`src/rtl/user_io_ctrl.sv`:
```
// Board user-I/O controller: debounced buttons/DIPs with rise/fall interrupt
// pending, per-LED PWM dimming, and a small word-addressed register port.
module user_io_ctrl #(
  parameter int              N_IN            = 6,
  parameter int              N_LED           = 8,
  parameter int              DEBOUNCE_CYCLES = 240000,
  parameter int              PWM_BITS        = 8,
  parameter logic [N_IN-1:0] INV_MASK        = 6'b000011
) (
  input  logic             CLK,
  input  logic             RST,
  input  logic [N_IN-1:0]  PIN_IN,
  output logic [N_LED-1:0] LED_OUT,
  input  logic [3:0]       REG_ADDR,
  input  logic             REG_WR,
  input  logic [31:0]      REG_WDATA,
  input  logic             REG_RD,
  output logic [31:0]      REG_RDATA,
  output logic             REG_RVALID,
  output logic             IRQ
);

  localparam int CW = (DEBOUNCE_CYCLES > 2) ? $clog2(DEBOUNCE_CYCLES) : 1;
  localparam logic [CW-1:0] DB_MAX = CW'(DEBOUNCE_CYCLES - 1);

  logic [N_IN-1:0]     sync1, sync2, deb;
  logic [N_IN-1:0]     accept, rise_ev, fall_ev;
  logic [CW-1:0]       db_cnt [N_IN];
  logic [N_IN-1:0]     pend_rise, pend_fall, mask_rise, mask_fall;
  logic [N_IN-1:0]     w1c_rise, w1c_fall;
  logic [PWM_BITS-1:0] duty   [N_LED];
  logic [PWM_BITS-1:0] shadow [N_LED];
  logic [PWM_BITS-1:0] pwm_cnt;
  logic                pwm_wrap;
  logic                pend_wr, mask_wr, duty_sel;
  logic [2:0]          duty_idx;
  logic [31:0]         rd_mux;
  logic                unused_wdata;

  assign unused_wdata = ^REG_WDATA;

  // A level is accepted on the cycle its disagreement has lasted DEBOUNCE_CYCLES.
  always_comb begin
    accept = '0;
    for (int i = 0; i < N_IN; i++)
      accept[i] = (sync2[i] != deb[i]) && (db_cnt[i] == DB_MAX);
  end

  assign rise_ev = accept & sync2;
  assign fall_ev = accept & ~sync2;

  always_ff @(posedge CLK) begin
    if (RST) begin
      sync1 <= '0;
      sync2 <= '0;
      deb   <= '0;
      for (int i = 0; i < N_IN; i++) db_cnt[i] <= '0;
    end else begin
      sync1 <= PIN_IN ^ INV_MASK;
      sync2 <= sync1;
      deb   <= deb ^ accept;
      for (int i = 0; i < N_IN; i++) begin
        if ((sync2[i] == deb[i]) || accept[i]) db_cnt[i] <= '0;
        else                                    db_cnt[i] <= db_cnt[i] + CW'(1);
      end
    end
  end

  assign pend_wr  = REG_WR && (REG_ADDR == 4'd1);
  assign mask_wr  = REG_WR && (REG_ADDR == 4'd2);
  assign duty_sel = REG_ADDR[3] && ({1'b0, REG_ADDR[2:0]} < 4'(N_LED));
  assign duty_idx = REG_ADDR[2:0];
  assign w1c_rise = {N_IN{pend_wr}} & REG_WDATA[N_IN-1:0];
  assign w1c_fall = {N_IN{pend_wr}} & REG_WDATA[16 +: N_IN];

  // Hardware events are OR-ed in after the clear, so a coincident set survives.
  always_ff @(posedge CLK) begin
    if (RST) begin
      pend_rise <= '0;
      pend_fall <= '0;
      mask_rise <= '0;
      mask_fall <= '0;
      IRQ       <= 1'b0;
    end else begin
      pend_rise <= (pend_rise & ~w1c_rise) | rise_ev;
      pend_fall <= (pend_fall & ~w1c_fall) | fall_ev;
      if (mask_wr) begin
        mask_rise <= REG_WDATA[N_IN-1:0];
        mask_fall <= REG_WDATA[16 +: N_IN];
      end
      IRQ <= |((pend_rise & mask_rise) | (pend_fall & mask_fall));
    end
  end

  assign pwm_wrap = &pwm_cnt;

  // Shadow duty reloads only on the last count so a period is never cut short.
  always_ff @(posedge CLK) begin
    if (RST) begin
      pwm_cnt <= '0;
      LED_OUT <= '0;
      for (int k = 0; k < N_LED; k++) begin
        duty[k]   <= '0;
        shadow[k] <= '0;
      end
    end else begin
      pwm_cnt <= pwm_cnt + PWM_BITS'(1);
      for (int k = 0; k < N_LED; k++) begin
        LED_OUT[k] <= (&shadow[k]) || (pwm_cnt < shadow[k]);
        if (pwm_wrap) shadow[k] <= duty[k];
      end
      if (REG_WR && duty_sel) duty[duty_idx] <= REG_WDATA[PWM_BITS-1:0];
    end
  end

  always_comb begin
    rd_mux = '0;
    case (REG_ADDR)
      4'd0:    rd_mux = 32'(deb);
      4'd1:    rd_mux = {16'(pend_fall), 16'(pend_rise)};
      4'd2:    rd_mux = {16'(mask_fall), 16'(mask_rise)};
      default: if (duty_sel) rd_mux = 32'(duty[duty_idx]);
    endcase
  end

  always_ff @(posedge CLK) begin
    if (RST) begin
      REG_RDATA  <= '0;
      REG_RVALID <= 1'b0;
    end else begin
      REG_RDATA  <= REG_RD ? rd_mux : '0;
      REG_RVALID <= REG_RD;
    end
  end

endmodule

```
`config.mk`:
```
export PLATFORM = sky130hd
export DESIGN_NAME = user_io_ctrl
export DESIGN_NICKNAME = d
export VERILOG_FILES = /design/src/rtl/user_io_ctrl.sv
export SDC_FILE = /design/constraint.sdc
export NUM_CORES = 1
export LEC_CHECK = 0
export BUFFER_PORTS_ARGS = -buffer_cell sky130_fd_sc_hd__buf_2
export CAP_MARGIN = 5
export CELL_PAD_IN_SITES_DETAIL_PLACEMENT = 0
export CELL_PAD_IN_SITES_GLOBAL_PLACEMENT = 1
export CORE_ASPECT_RATIO = 0.75
export CORE_MARGIN = 2
export CORE_UTILIZATION = 50
export DETAILED_ROUTE_END_ITERATION = 7
export GPL_TIMING_DRIVEN = 0
export PLACE_DENSITY = 0.89
export SLEW_MARGIN = 10
export SYNTH_ARGS = -nofsm -noshare
export SYNTH_HDL_FRONTEND = slang
export SYNTH_SLANG_ARGS = --single-unit
```
`constraint.sdc`:
```
create_clock -name CLK -period 3.4 [get_ports CLK]
set_clock_uncertainty 0.2 [all_clocks]
set_input_delay 0.34 -clock CLK [delete_from_list [all_inputs] [get_ports CLK]]
set_output_delay 0.34 -clock CLK [all_outputs]
set_load 0.05 [all_outputs]
```
==> results of run 1 <==
-- power groups by stage --
stage          clock network (µW)  registers (µW)  logic (µW)
2_1_floorplan                   0            4430         368
3_3_place_gp                    0            4440         536
3_5_place_dp                    0            4450         548
4_1_cts                      3590            4370         571
5_1_grt                      3730            4390         631
6_report                     3530            4370         577
-- how the worst max path moves through the flow --
stage	from	endpoint	depth (start not counted)
floorplan	pwm_cnt[3]	shadow[0][0]	4
global placement	RST	shadow[1][28]	4
detailed placement	RST	db_cnt[4][17]	5
CTS	pwm_cnt[4]	shadow[1][0]	6
global route	pwm_cnt[4]	shadow[0][22]	6
finish	pwm_cnt[4]	shadow[1][0]	6
-- through the flow --
stage	setup TNS [ns]	hold slack [ns]	setup WS, ns
after floorplan	0	0.207	0.387
after global placement	-49.77	0.217	-0.781
after detailed placement	0	0.232	0.261
after CTS	0	0.000675	0.684
after global routing	0	0.00183	0.514
final	0	0.0222	0.640
-- metal layers --
metal,vias up,track usage,share of wire
li1,5420,-,-
met3,63,0.0415,0.078
met1,5470,0.327,0.46
met4,2,0.0632,0.023
met5,-,0,0.00036
met2,406,0.349,0.44
-- cell usage after synthesis (4+ instances only) --
| cell | n |
|---|---|
| xor2_1 | 22 |
| ha_1 | 63 |
| nor2_1 | 135 |
| a221o_1 | 6 |
| nand3_1 | 82 |
| buf_4 | 21 |
| nor4b_1 | 4 |
| buf_1 | 5 |
| clkbuf_1 | 32 |
| o41ai_1 | 11 |
| and4_1 | 11 |
| o21ai_0 | 27 |
| buf_2 | 5 |
| or2_2 | 11 |
| edfxtp_1 | 236 |
| xnor2_1 | 70 |
| or4_1 | 10 |
| o211ai_1 | 6 |
| inv_1 | 79 |
| a221oi_1 | 4 |
| and3_1 | 19 |
| nand4_1 | 40 |
| and2_1 | 113 |
| nand2b_1 | 17 |
| nor3_1 | 52 |
| nor2b_1 | 28 |
| o21ai_1 | 4 |
| or3_1 | 5 |
| a2111oi_0 | 8 |
| o31ai_1 | 11 |
| mux4_2 | 16 |
| mux2i_1 | 4 |
| dfxtp_1 | 74 |
| nor4_1 | 21 |
| a22oi_1 | 12 |
| nand2_1 | 59 |
| a21oi_1 | 41 |
-- area by class of cell --
cell class,instances,area (µm²)
Fill cell,2593,12400
Sequential cell,310,8570
Multi-Input combinational cell,1073,6850
Clock buffer,43,903
Tap cell,399,499
Timing Repair Buffer,67,435
Buffer,63,322
Inverter,79,297
Clock inverter,15,154
Antenna cell,1,2.50
-- flip-flops by register name, summed over array words and instances (netlist names), named ones only --
register,cells
sync2,6
shadow,64
db_cnt,108
duty,64
sync1,6
pend_fall,6
pwm_cnt,8
REG_RVALID,1
pend_rise,6
mask_fall,6
LED_OUT,8
REG_RDATA,14
mask_rise,6
IRQ,1
-- cell families after synthesis --
logic type | count (synthesis) | share of synthesized area
AOI/OAI and AO/OA | 144 | 0.0625
xor gates and xnor gates | 92 | 0.0518
adders and majority gates | 63 | 0.0507
buffers and inverters | 142 | 0.0397
DFF | 310 | 0.551
muxes | 21 | 0.0265
other | 2 | 0.000483
and+or+nand+nor | 627 | 0.218
-- repair_timing --
action	CTS	global route
setup buffers	0	0
hold buffers	20	0
endpoints found under the hold margin	33	0
==> PnR_summary.wiki, run 1 <==
{| class="wikitable"
! Metric !! Value
|-
| FF-to-FF End || shadow[1][0]
|-
| Share of cells above drive strength 1 || 0.101
|-
| DRC || 0
|-
| Reg-to-reg startpoint || pwm_cnt[4]
|-
| Yosys reg bits || 310
|-
| WL per Instance || between 15 and 20 µm
|-
| Max-Cap Viols || 0
|-
| Status || finished clean
|-
| Global placement routability congestion || roughly 0.90
|-
| Sequential Power Share || 0.516
|-
| Switching fraction of total power || 0.231
|-
| Port Buffers || 47
|-
| Die width || ~210 µm
|-
| Fin. Hold Viols || 0
|-
| Required time reported for the critical path endpoint || ~3.6 ns
|-
| Part of the Yosys area used for sequential elements || 0.551
|-
| Ratio of final minimum period to clock period || 0.812
|-
| CP peak stage delay || around 0.76 ns
|-
| Library cell used as clock root buffer || clkbuf_16
|-
| Relative max-transition margin || 0.206
|-
| Register-to-Register Path Depth || 6
|-
| Internal power contribution || approximately 6500 µW
|-
| Count of boundary I/O pins || 88
|-
| Total number of placement rows || between 50 and 60
|-
| Arrival time at the worst endpoint || approximately 3.0 ns
|-
| Placement-stage cell area || ~0.017 mm²
|-
| Cell type group with the largest total delay on the critical path || simple AND/OR/NAND/NOR gates
|-
| End point of the most critical hold path || duty[0][7]
|-
| Initial core utilization || 0.512
|-
| Number of failing setup endpoints in the final timing report || 0
|-
| Post-placement cell count || 1,971
|-
| DIE HEIGHT || roughly 160 µm
|-
| Maximum count of clock buffers along a single path || 3
|-
| CP bufs+invs || 2
|-
| Overall global routing resource usage || 0.225
|-
| Wire length of the first global-routing pass || between 50 and 60 mm
|-
| Dominant synthesized flop cell || edfxtp_1
|-
| Clock sink count || 310
|-
| Clock latency of the later-clocked register in the worst-skew pair || ~0.57 ns
|-
| Netlist Area Pre-Place || approximately 0.016 mm²
|-
| Clock network power share || 0.416
|-
| Type of the most critical hold path || input pin to flop
|-
| Async SR Flop Fraction || 0
|-
| Total core area || approximately 0.030 mm²
|-
| H-tree depth || 1
|-
| Half-perimeter wire length after detailed placement || 26.4 mm
|-
| Final total power || between 8000 and 9000 µW
|-
| Crit path time final || ~2.8 ns
|-
| Final cell utilization of the core || 0.593
|-
| Worst Setup Path Type || flop to flop
|-
| Leading cell type in the layout, fill and taps excluded || edfxtp_1
|-
| P per Cell Area || between 400 and 500 mW/mm²
|-
| Tightest Pin Transition || 1.18 ns
|-
| Synth-to-layout area growth || 15.9%
|-
| Cell breakdown of the critical path || and3_1 -> and3_1 -> and4_1 -> clkbuf_1 -> clkbuf_1 -> and2_1
|-
| Number of antenna violations at the first check in global routing || 2
|-
| Vias per cell || around 5.5
|-
| Die Outline Area || 0.0326 mm²
|-
| Achievable frequency || 362 MHz
|-
| Number of global-route vias before repair || roughly 11,000
|-
| Final cell count without fillers || 2,050
|-
| Number of DRC markers in iteration 0 || between 900 and 1,000
|-
| Startpoint types || flop
|-
| Switching power of the nets || ~2000 µW
|-
| Leading cell types in the layout, fill and taps excluded || edfxtp_1 (236), nor2_1 (135), conb_1 (126)
|-
| Highest fanout seen on the critical path || 11
|-
| Start point of the worst min-delay path || REG_WDATA[7]
|-
| Combinational cell fraction of total power || 0.068
|-
| Clock slew at the register clock pins of the worst setup and hold paths || ~0.070 ns
|-
| Total count of max-transition violations in the final report || 0
|-
| Max stage delay cell, worst path || dfxtp_1
|-
| Top-area cell type share of the netlist area || 0.455
|-
| Setup repair after global routing missed its margin || false
|-
| Count of cells resized by post-cts repair || 0
|-
| Design area || 0.0180 mm²
|-
| Post-Synthesis Mean Instance Area || roughly 11 µm²
|-
| First-pass DRT Iterations || 5
|-
| Number of synthesized flops with an enable pin || around 240
|-
| Number of different library cells in the post-synthesis netlist || 61
|-
| Count of nets after finishing || about 1,700
|-
| Endpoint class of the critical path || flop
|-
| Largest cells by area after synthesis || edfxtp_1 (46%), dfxtp_1 (9.5%), ha_1 (5.1%)
|-
| Leakage dissipation || 0.00664 µW
|-
| Cell taking the most area after synthesis || edfxtp_1
|-
| Total congestion overflow after global routing || 0
|-
| Post-Route WL || roughly 36 mm
|-
| Cts bufs inserted || 31
|-
| Synth warn || 0
|-
| Via count || roughly 11,000
|-
| Maximum VDD drop || 0.385 mV
|-
| Register-to-Register Setup Slack || 0.64 ns
|-
| Residual antenna-violating net count after detailed routing || 0
|-
| Maximum number of pins on one net before global-route repair || 65
|-
| Min-Delay Path Depth || 2
|-
| Clock tree from TritonCTS || yes
|-
| Number of instances in the synthesized netlist || 1,401
|}
No activity file was read; power rests on OpenSTA's default activity.
==> run 2: changes to the inputs <==
--- a/config.mk
+++ b/config.mk
@@ -5,16 +5,17 @@
 export SDC_FILE = /design/constraint.sdc
 export NUM_CORES = 1
 export LEC_CHECK = 0
+export ABC_AREA = 1
 export BUFFER_PORTS_ARGS = -buffer_cell sky130_fd_sc_hd__buf_2
 export CAP_MARGIN = 5
 export CELL_PAD_IN_SITES_DETAIL_PLACEMENT = 0
 export CELL_PAD_IN_SITES_GLOBAL_PLACEMENT = 1
 export CORE_ASPECT_RATIO = 0.75
 export CORE_MARGIN = 2
-export CORE_UTILIZATION = 50
+export CORE_UTILIZATION = 43
 export DETAILED_ROUTE_END_ITERATION = 7
 export GPL_TIMING_DRIVEN = 0
-export PLACE_DENSITY = 0.89
+export PLACE_DENSITY = 0.85
 export SLEW_MARGIN = 10
 export SYNTH_ARGS = -nofsm -noshare
 export SYNTH_HDL_FRONTEND = slang
==> constraint.sdc (replaced) <==
create_clock -name CLK -period 2.5 [get_ports CLK]
set_clock_uncertainty 0.2 [all_clocks]
set_input_delay 0.25 -clock CLK [delete_from_list [all_inputs] [get_ports CLK]]
set_output_delay 0.25 -clock CLK [all_outputs]
set_load 0.05 [all_outputs]
==> PnR_summary.wiki, run 2 <==
{| class="wikitable"
! Metric !! Value
|-
| Total core area || 0.0380 mm² (+25%)
|-
| Leakage dissipation || 0.00861 µW (+30%)
|-
| Number of global-route vias before repair || 12,300 (+14%)
|-
| Number of DRC markers in iteration 0 || 1,039 (+12%)
|-
| Cts bufs inserted || 35 (+13%)
|-
| Crit path time final || 2.34 ns (-0.419 ns)
|-
| Maximum count of clock buffers along a single path || 3 (unchanged)
|-
| Registers with the most flip-flops || db_cnt x108, duty x64, shadow x64
|-
| Clock slew at the register clock pins of the worst setup and hold paths || 0.06 ns (about the same)
|-
| First-pass DRT Iterations || 5 (unchanged)
|-
| Async SR Flop Fraction || 0 (unchanged)
|-
| Worst Hold Slack || 0.0569 ns (+0.0348 ns)
|-
| Total number of placement rows || 62 (+13%)
|-
| Reg-to-reg startpoint || pwm_cnt[5]
|-
| Post-Route WL || 39.5 mm (+8.3%)
|-
| Largest cells by area after synthesis || edfxtp_1 (43%), nand2_1 (9.3%), dfxtp_1 (9.0%)
|-
| Start point of the worst min-delay path || REG_ADDR[3]
|-
| Number of different library cells in the post-synthesis netlist || 41 (-33%)
|-
| Wire length of the first global-routing pass || 63.5 mm (+9.5%)
|-
| Post-placement cell count || 2,628 (+33%)
|-
| Endpoint class of the critical path || flop
|-
| Dominant synthesized flop cell || edfxtp_1
|-
| Synth-to-layout area growth || 16.9%
|-
| Total congestion overflow after global routing || 0 (unchanged)
|-
| Netlist Area Pre-Place || 0.0164 mm² (+5.7%)
|-
| Clock sink count || 310 (unchanged)
|-
| Clock latency of the later-clocked register in the worst-skew pair || 0.53 ns (-0.04 ns)
|-
| Final total power || 11,900 µW (+40%)
|-
| Initial core utilization || 0.433 (-0.0789)
|-
| FF-to-FF End || shadow[0][7]
|-
| Largest register by flop count || db_cnt
|-
| Half-perimeter wire length after detailed placement || 29.0 mm (+9.9%)
|-
| Count of nets after finishing || 2,288 (+32%)
|-
| WL per Instance || 14.5 µm (-18%)
|-
| Leading cell type in the layout, fill and taps excluded || nand2_1
|-
| Via count || 12,800 (+13%)
|-
| Synth top cells by count || nand2_1 (409), nor2_1 (362), inv_1 (302), edfxtp_1 (236), a21oi_1 (86)
|-
| Clock tree from TritonCTS || yes
|-
| Type of the most critical hold path || input pin to flop
|-
| Arrival time at the worst endpoint || 2.34 ns (-0.65 ns)
|-
| Number of antenna violations at the first check in global routing || 6 (+4)
|-
| Total count of max-transition violations in the final report || 0 (unchanged)
|-
| Setup repair after global routing missed its margin || false
|-
| H-tree depth || 2 (+1)
|-
| CP bufs+invs || 1 (-1)
|-
| Cell type group with the largest total delay on the critical path || simple AND/OR/NAND/NOR gates
|-
| Number of synthesized flops with an enable pin || 236 (unchanged)
|-
| Number of instances in the synthesized netlist || 1,943 (+39%)
|-
| Required time reported for the critical path endpoint || 2.50 ns (-1.13 ns)
|-
| Maximum number of pins on one net before global-route repair || 33 (-49%)
|-
| Status || finished clean
|-
| Yosys reg bits || 310 (unchanged)
|-
| Cell taking the most area after synthesis || edfxtp_1
|-
| Count of boundary I/O pins || 88 (unchanged)
|-
| Library cell used as clock root buffer || clkbuf_16
|-
| Most frequent cell after synthesis || nand2_1
|-
| Min-Delay Path Depth || 5 (+3)
|-
| Overall global routing resource usage || 0.201 (-0.0248)
|-
| Share of cells above drive strength 1 || 0.0862 (-0.0144)
|-
| Post-Synthesis Mean Instance Area || 8.46 µm² (-24%)
|-
| Register-to-Register Setup Slack || 0.16 ns (-0.48 ns)
|-
| Fin. Hold Viols || 0 (unchanged)
|-
| Tightest Pin Transition || 0.966 ns (-0.213 ns)
|-
| Startpoint types || flop
|-
| DRC || 0 (unchanged)
|-
| End point of the most critical hold path || REG_RDATA[3]
|-
| Register-to-Register Path Depth || 4 (-2)
|-
| Achievable frequency || 427 MHz (+18%)
|-
| Cell breakdown of the critical path || nand4_1 -> inv_1 -> nand3_2 -> nand2_4
|-
| P per Cell Area || 618 mW/mm² (+31%)
|-
| Final total negative setup slack || 0 ns (unchanged)
|-
| Final cell count without fillers || 2,721 (+33%)
|-
| Synth warn || 0 (unchanged)
|-
| DIE HEIGHT || 173 µm (+11%)
|-
| Ratio of final minimum period to clock period || 0.936 (+0.124)
|-
| Max-Cap Viols || 0 (unchanged)
|-
| Global placement routability congestion || 0.894 (-0.31%)
|-
| Max reg flops || 108 (unchanged)
|-
| Top-area cell type share of the netlist area || 0.431 (-0.0245)
|-
| Number of failing setup endpoints in the final timing report || 0 (unchanged)
|-
| Vias per cell || 4.72 (-15%)
|-
| Die Outline Area || 0.0398 mm² (+22%)
|-
| Max stage delay cell, worst path || dfxtp_1
|-
| Leading cell types in the layout, fill and taps excluded || nand2_1 (408), nor2_1 (362), inv_1 (302)
|-
| Worst Setup Path Type || flop to flop
|-
| Residual antenna-violating net count after detailed routing || 0 (unchanged)
|-
| Relative max-transition margin || 0.356 (+0.151)
|-
| CP peak stage delay || 0.78 ns (+0.02 ns)
|-
| Port Buffers || 49 (+4.3%)
|-
| Highest fanout seen on the critical path || 16 (+5)
|-
| Maximum VDD drop || 0.418 mV (+8.6%)
|-
| Die width || 230 µm (+11%)
|-
| Part of the Yosys area used for sequential elements || 0.521 (-0.0296)
|}
[run 2: how the worst max path moves through the flow]
| stage | start | end | slack (ns) | cells after the start |
|---|---|---|---|---|
| after floorplan | pwm_cnt[1] | shadow[0][0] | 0.28 | 7 |
| after global placement | pwm_cnt[1] | shadow[0][15] | -0.39 | 7 |
| after detailed placement | pwm_cnt[1] | shadow[0][15] | -0.44 | 7 |
| final | pwm_cnt[5] | shadow[0][7] | 0.16 | 4 |
| after global routing | pwm_cnt[5] | shadow[0][7] | 0.05 | 4 |
| after CTS | pwm_cnt[1] | shadow[0][7] | 0.04 | 7 |
[run 2: through the flow]
stage / utilization / cell area [µm²] / setup WS (ns)
after global routing: 0.506 / 19200 / 0.0451
after detailed placement: 0.468 / 17800 / -0.436
after floorplan: - / 16900 / 0.283
final: 0.506 / 19200 / 0.160
after global placement: 0.468 / 17800 / -0.392
after CTS: 0.505 / 19200 / 0.0399
[run 2: layout make-up]
type / instances / area [µm²]
sequential: 310 / 8580
antenna: 4 / 10.0
fill: 3651 / 18800
inverter: 311 / 1170
clock buffer: 53 / 1050
buffer: 55 / 367
timing repair buffer: 73 / 485
tap: 512 / 641
multi-input combinational: 1393 / 6860
clock inverter: 10 / 73.8
[run 2: layer usage]
layer,track usage,vias to the layer above,wire length [µm]
li1,-,6614,-
met1,0.294,5839,19300
met2,0.301,322,16600
met3,0.0355,71,2480
met4,0.0653,0,1180
met5,0,-,0
[run 2: where the power goes]
| part | internal (µW) | total, µW | switching (µW) |
|---|---|---|---|
| Clock | 3000 | 5070 | 2070 |
| Sequential | 5760 | 5920 | 159 |
| Combinational | 262 | 896 | 634 |
[run 2: kinds of logic after synthesis]
| logic type | after synthesis | synth area share |
|---|---|---|
| flip-flops | 310 | 0.521 |
| other | 2 | 0.000457 |
| buffers and inverters | 366 | 0.0933 |
| XOR/XNOR | 62 | 0.0330 |
| AO/OA/AOI/OAI | 156 | 0.0540 |
| AND/OR/NAND/NOR | 984 | 0.250 |
| adder cells (fa/ha/maj) | 63 | 0.0479 |
[run 2: repair_timing]
| action | in CTS | in global routing |
|---|---|---|
| setup endpoints to repair | 86 | 73 |
| resized for setup | 4 | 4 |
| hold buffers | 24 | 0 |
| cloned | 2 | 0 |
| endpoints found under the hold margin | 44 | 0 |
| setup buffers | 0 | 0 |
| pin swaps | 1 | 0 |
[run 2: tightest hold or removal path: cells and delay by family]
kind                   cells  cell delay [ns]
buffers and inverters      2             0.19
and+or+nand+nor            3             0.28
==> run 3: changes to the inputs <==
--- a/config.mk
+++ b/config.mk
@@ -6,7 +6,7 @@
 export NUM_CORES = 1
 export LEC_CHECK = 0
 export ABC_AREA = 1
-export BUFFER_PORTS_ARGS = -buffer_cell sky130_fd_sc_hd__buf_2
+export BUFFER_PORTS_ARGS = -buffer_cell sky130_fd_sc_hd__buf_4
 export CAP_MARGIN = 5
 export CELL_PAD_IN_SITES_DETAIL_PLACEMENT = 0
 export CELL_PAD_IN_SITES_GLOBAL_PLACEMENT = 1
==> PnR_summary.wiki, run 3 (synthesized netlist as in run 2, its figures left out) <==
{| class="wikitable"
! Metric !! Value
|-
| Status || finished clean
|-
| CP peak stage delay || 0.47 ns (-0.31 ns)
|-
| Library cell used as clock root buffer || clkbuf_16
|-
| Count of nets after finishing || 2,282 (-0.26%)
|-
| Number of global-route vias before repair || 12,200 (-0.54%)
|-
| Maximum count of clock buffers along a single path || 3 (unchanged)
|-
| Residual antenna-violating net count after detailed routing || 0 (unchanged)
|-
| Required time reported for the critical path endpoint || 2.46 ns (-0.04 ns)
|-
| Cell mode on critical path || inv_1
|-
| Clock latency of the later-clocked register in the worst-skew pair || 0.52 ns (about the same)
|-
| Wire length on met1 || 19.0 mm (-1.4%)
|-
| CP bufs+invs || 2 (+1)
|-
| Leakage dissipation || 0.00859 µW (-0.22%)
|-
| Internal power contribution || 8940 µW (-0.89%)
|-
| Routed length on met2 || 16.7 mm (+0.69%)
|-
| Max layer used || met5
|-
| Clock network power share || 0.421 (-0.005)
|-
| Tightest Pin Transition || 0.944 ns (-0.0220 ns)
|-
| Combinational cell fraction of total power || 0.077 (+0.002)
|-
| Switching fraction of total power || 0.242 (+0.000668)
|-
| DIE HEIGHT || 173 µm (unchanged)
|-
| Die width || 230 µm (unchanged)
|-
| Number of antenna violations at the first check in global routing || 4 (-2)
|-
| Total number of placement rows || 62 (unchanged)
|-
| Initial core utilization || 0.433 (unchanged)
|-
| Synth-to-layout area growth || 17.0%
|-
| Clock slew at the register clock pins of the worst setup and hold paths || 0.06 ns (about the same)
|-
| Highest fanout seen on the critical path || 64 (+48)
|-
| Overall global routing resource usage || 0.199 (-0.00210)
|-
| Register-to-Register Path Depth || 7 (+3)
|-
| Sequential Area || 0.00858 mm² (about the same)
|-
| Cell breakdown of the critical path || ha_1 -> nand2_1 -> inv_1 -> nand4_1 -> inv_1 -> nand3_2 -> nand2_8
|-
| Setup Slack @ Placement || -0.463 ns (-0.0271 ns)
|-
| Arrival time at the worst endpoint || 2.25 ns (-0.09 ns)
|-
| Fillers || 3,692 (+1.1%)
|-
| Total core area || 0.0380 mm² (unchanged)
|-
| Largest register by flop count || db_cnt
|-
| Switching power of the nets || 2850 µW (-0.53%)
|-
| H-tree depth || 2 (unchanged)
|-
| Ratio of final minimum period to clock period || 0.915 (-0.0210)
|-
| Clock sink count || 310 (unchanged)
|-
| Cts bufs inserted || 34 (-2.9%)
|-
| Crit path time final || 2.29 ns (-0.0524 ns)
|-
| Worst Setup Path Type || flop to flop
|-
| Cell type group with the largest total delay on the critical path || simple AND/OR/NAND/NOR gates
|-
| Placement-stage cell area || 0.0179 mm² (+0.69%)
|-
| DRC || 0 (unchanged)
|-
| Max stage delay cell, worst path || dfxtp_4
|-
| Half-perimeter wire length after detailed placement || 29.2 mm (+0.73%)
|-
| Number of DRC markers in iteration 0 || 962 (-7.4%)
|-
| Share of cells above drive strength 1 || 0.0847 (-0.00151)
|-
| Via count || 12,900 (+0.66%)
|-
| Crit path setup slack, layout || 0.212 ns (+0.0524 ns)
|-
| Achievable frequency || 437 MHz (+2.3%)
|-
| Type of the most critical hold path || input pin to flop
|-
| Post-Route WL || 39.2 mm (-0.73%)
|-
| Global placement routability congestion || 0.896 (+0.18%)
|-
| Vias per cell || 4.77 (+1.0%)
|-
| Total number of cells along the worst setup path || 7 (+3)
|-
| Setup Fix Bufs, Post-CTS || 0 (unchanged)
|-
| Leading cell types in the layout, fill and taps excluded || nand2_1 (408), nor2_1 (362), inv_1 (302)
|-
| Wire length of the first global-routing pass || 62.8 mm (-1.1%)
|-
| Maximum VDD drop || 0.415 mV (-0.71%)
|-
| Total congestion overflow after global routing || 0 (unchanged)
|-
| Count of boundary I/O pins || 88 (unchanged)
|-
| P per Cell Area || 612 mW/mm² (-0.90%)
|-
| Endpoint class of the critical path || flop
|-
| Max-Cap Viols || 0 (unchanged)
|-
| Sequential Power Share || 0.502 (+0.004)
|-
| Setup repair after global routing missed its margin || false
|-
| Fin. Hold Viols || 0 (unchanged)
|-
| Die Outline Area || 0.0398 mm² (unchanged)
|-
| Design area || 0.0192 mm² (+0.10%)
|-
| Final total power || 11,800 µW (-0.80%)
|-
| Leading cell type in the layout, fill and taps excluded || nand2_1
|-
| Clock tree from TritonCTS || yes
|-
| First-pass DRT Iterations || 5 (unchanged)
|-
| Port Buffers || 49 (unchanged)
|-
| Multi-input gate area || 0.00683 mm² (-0.46%)
|-
| Number of failing setup endpoints in the final timing report || 0 (unchanged)
|-
| Startpoint types || flop
|-
| Maximum number of pins on one net before global-route repair || 65 (+97%)
|-
| WL per Instance || 14.5 µm (-0.40%)
|-
| Final cell utilization of the core || 0.506 (+0.000527)
|-
| Max reg flops || 108 (unchanged)
|-
| Min-Delay Path Depth || 3 (-2)
|-
| Met3 wire len || 2.54 mm (+2.4%)
|-
| Total count of max-transition violations in the final report || 0 (unchanged)
|-
| Registers with the most flip-flops || db_cnt x108, duty x64, shadow x64
|-
| Relative max-transition margin || 0.371 (+0.0147)
|}
run 3: cell types whose count changed in the layout (fill, tap and decap cells not counted), sizes merged:
| cell | delta |
|---|---|
| clkbuf | -3 |
| clkinvlp | -1 |
| diode | -1 |
| dlygate4sd3 | -3 |
| inv | +1 |
| nand2 | -2 |
run 3: final timing paths:
path / from / endpoint / slack [ns]
worst max register to register: pwm_cnt[1] / shadow[0][9] / 0.21
worst max-delay path: pwm_cnt[1] / shadow[0][9] / 0.21
worst min register to register: sync1[5] / sync2[5] / 0.20
worst min-delay path: REG_WDATA[7] / duty[0][7] / 0.02
run 3: layout make-up:
class                   count  area share
flip-flops and latches    310       0.446
multi-input cells        1391       0.355
inverters                 311      0.0606
clock buffers              50      0.0523
well taps                 512      0.0333
repair buffers             70      0.0300
plain buffers              55      0.0190
clock inverters            10     0.00390
diodes                      3    0.000390
run 3: repair_timing:
action                                 4_1_cts  5_1_grt
endpoints found under the hold margin       32        0
resized for setup                            4        4
hold buffers                                21        0
cloned                                       0        0
setup endpoints to repair                   81       64
run 3: power groups by stage:
| stage | Sequential (µW) | Clock (µW) | Combinational (µW) |
|---|---|---|---|
| detailed placement | 6030 | 0 | 867 |
| floorplan | 6010 | 0 | 583 |
| CTS | 5920 | 5060 | 901 |
| finish | 5920 | 4960 | 907 |
| global placement | 6020 | 0 | 852 |
| global route | 5940 | 5240 | 1020 |
run 3: per-layer routing:
metal / up-vias / track usage
met4: 2 / 0.0696
met3: 66 / 0.0382
li1: 6589 / -
met2: 342 / 0.296
met1: 5932 / 0.289
met5: - / 0
run 3: per-stage QoR:
| stage | cells | setup TNS [ns] | hold WS (ns) |
|---|---|---|---|
| 2_1_floorplan | 2067 | 0 | 0.117 |
| 3_3_place_gp | 2628 | -24.28 | 0.194 |
| 3_5_place_dp | 2628 | -29.98 | 0.195 |
| 4_1_cts | 2709 | 0 | 0.000255 |
| 5_1_grt | 2711 | 0 | 0.0272 |
| 6_report | 2712 | 0 | 0.0179 |
run 3: tightest hold or removal path: stages:
cell	delay (ns)
buf_4	0.08
inv_1	0.15
nor2_1	0.14
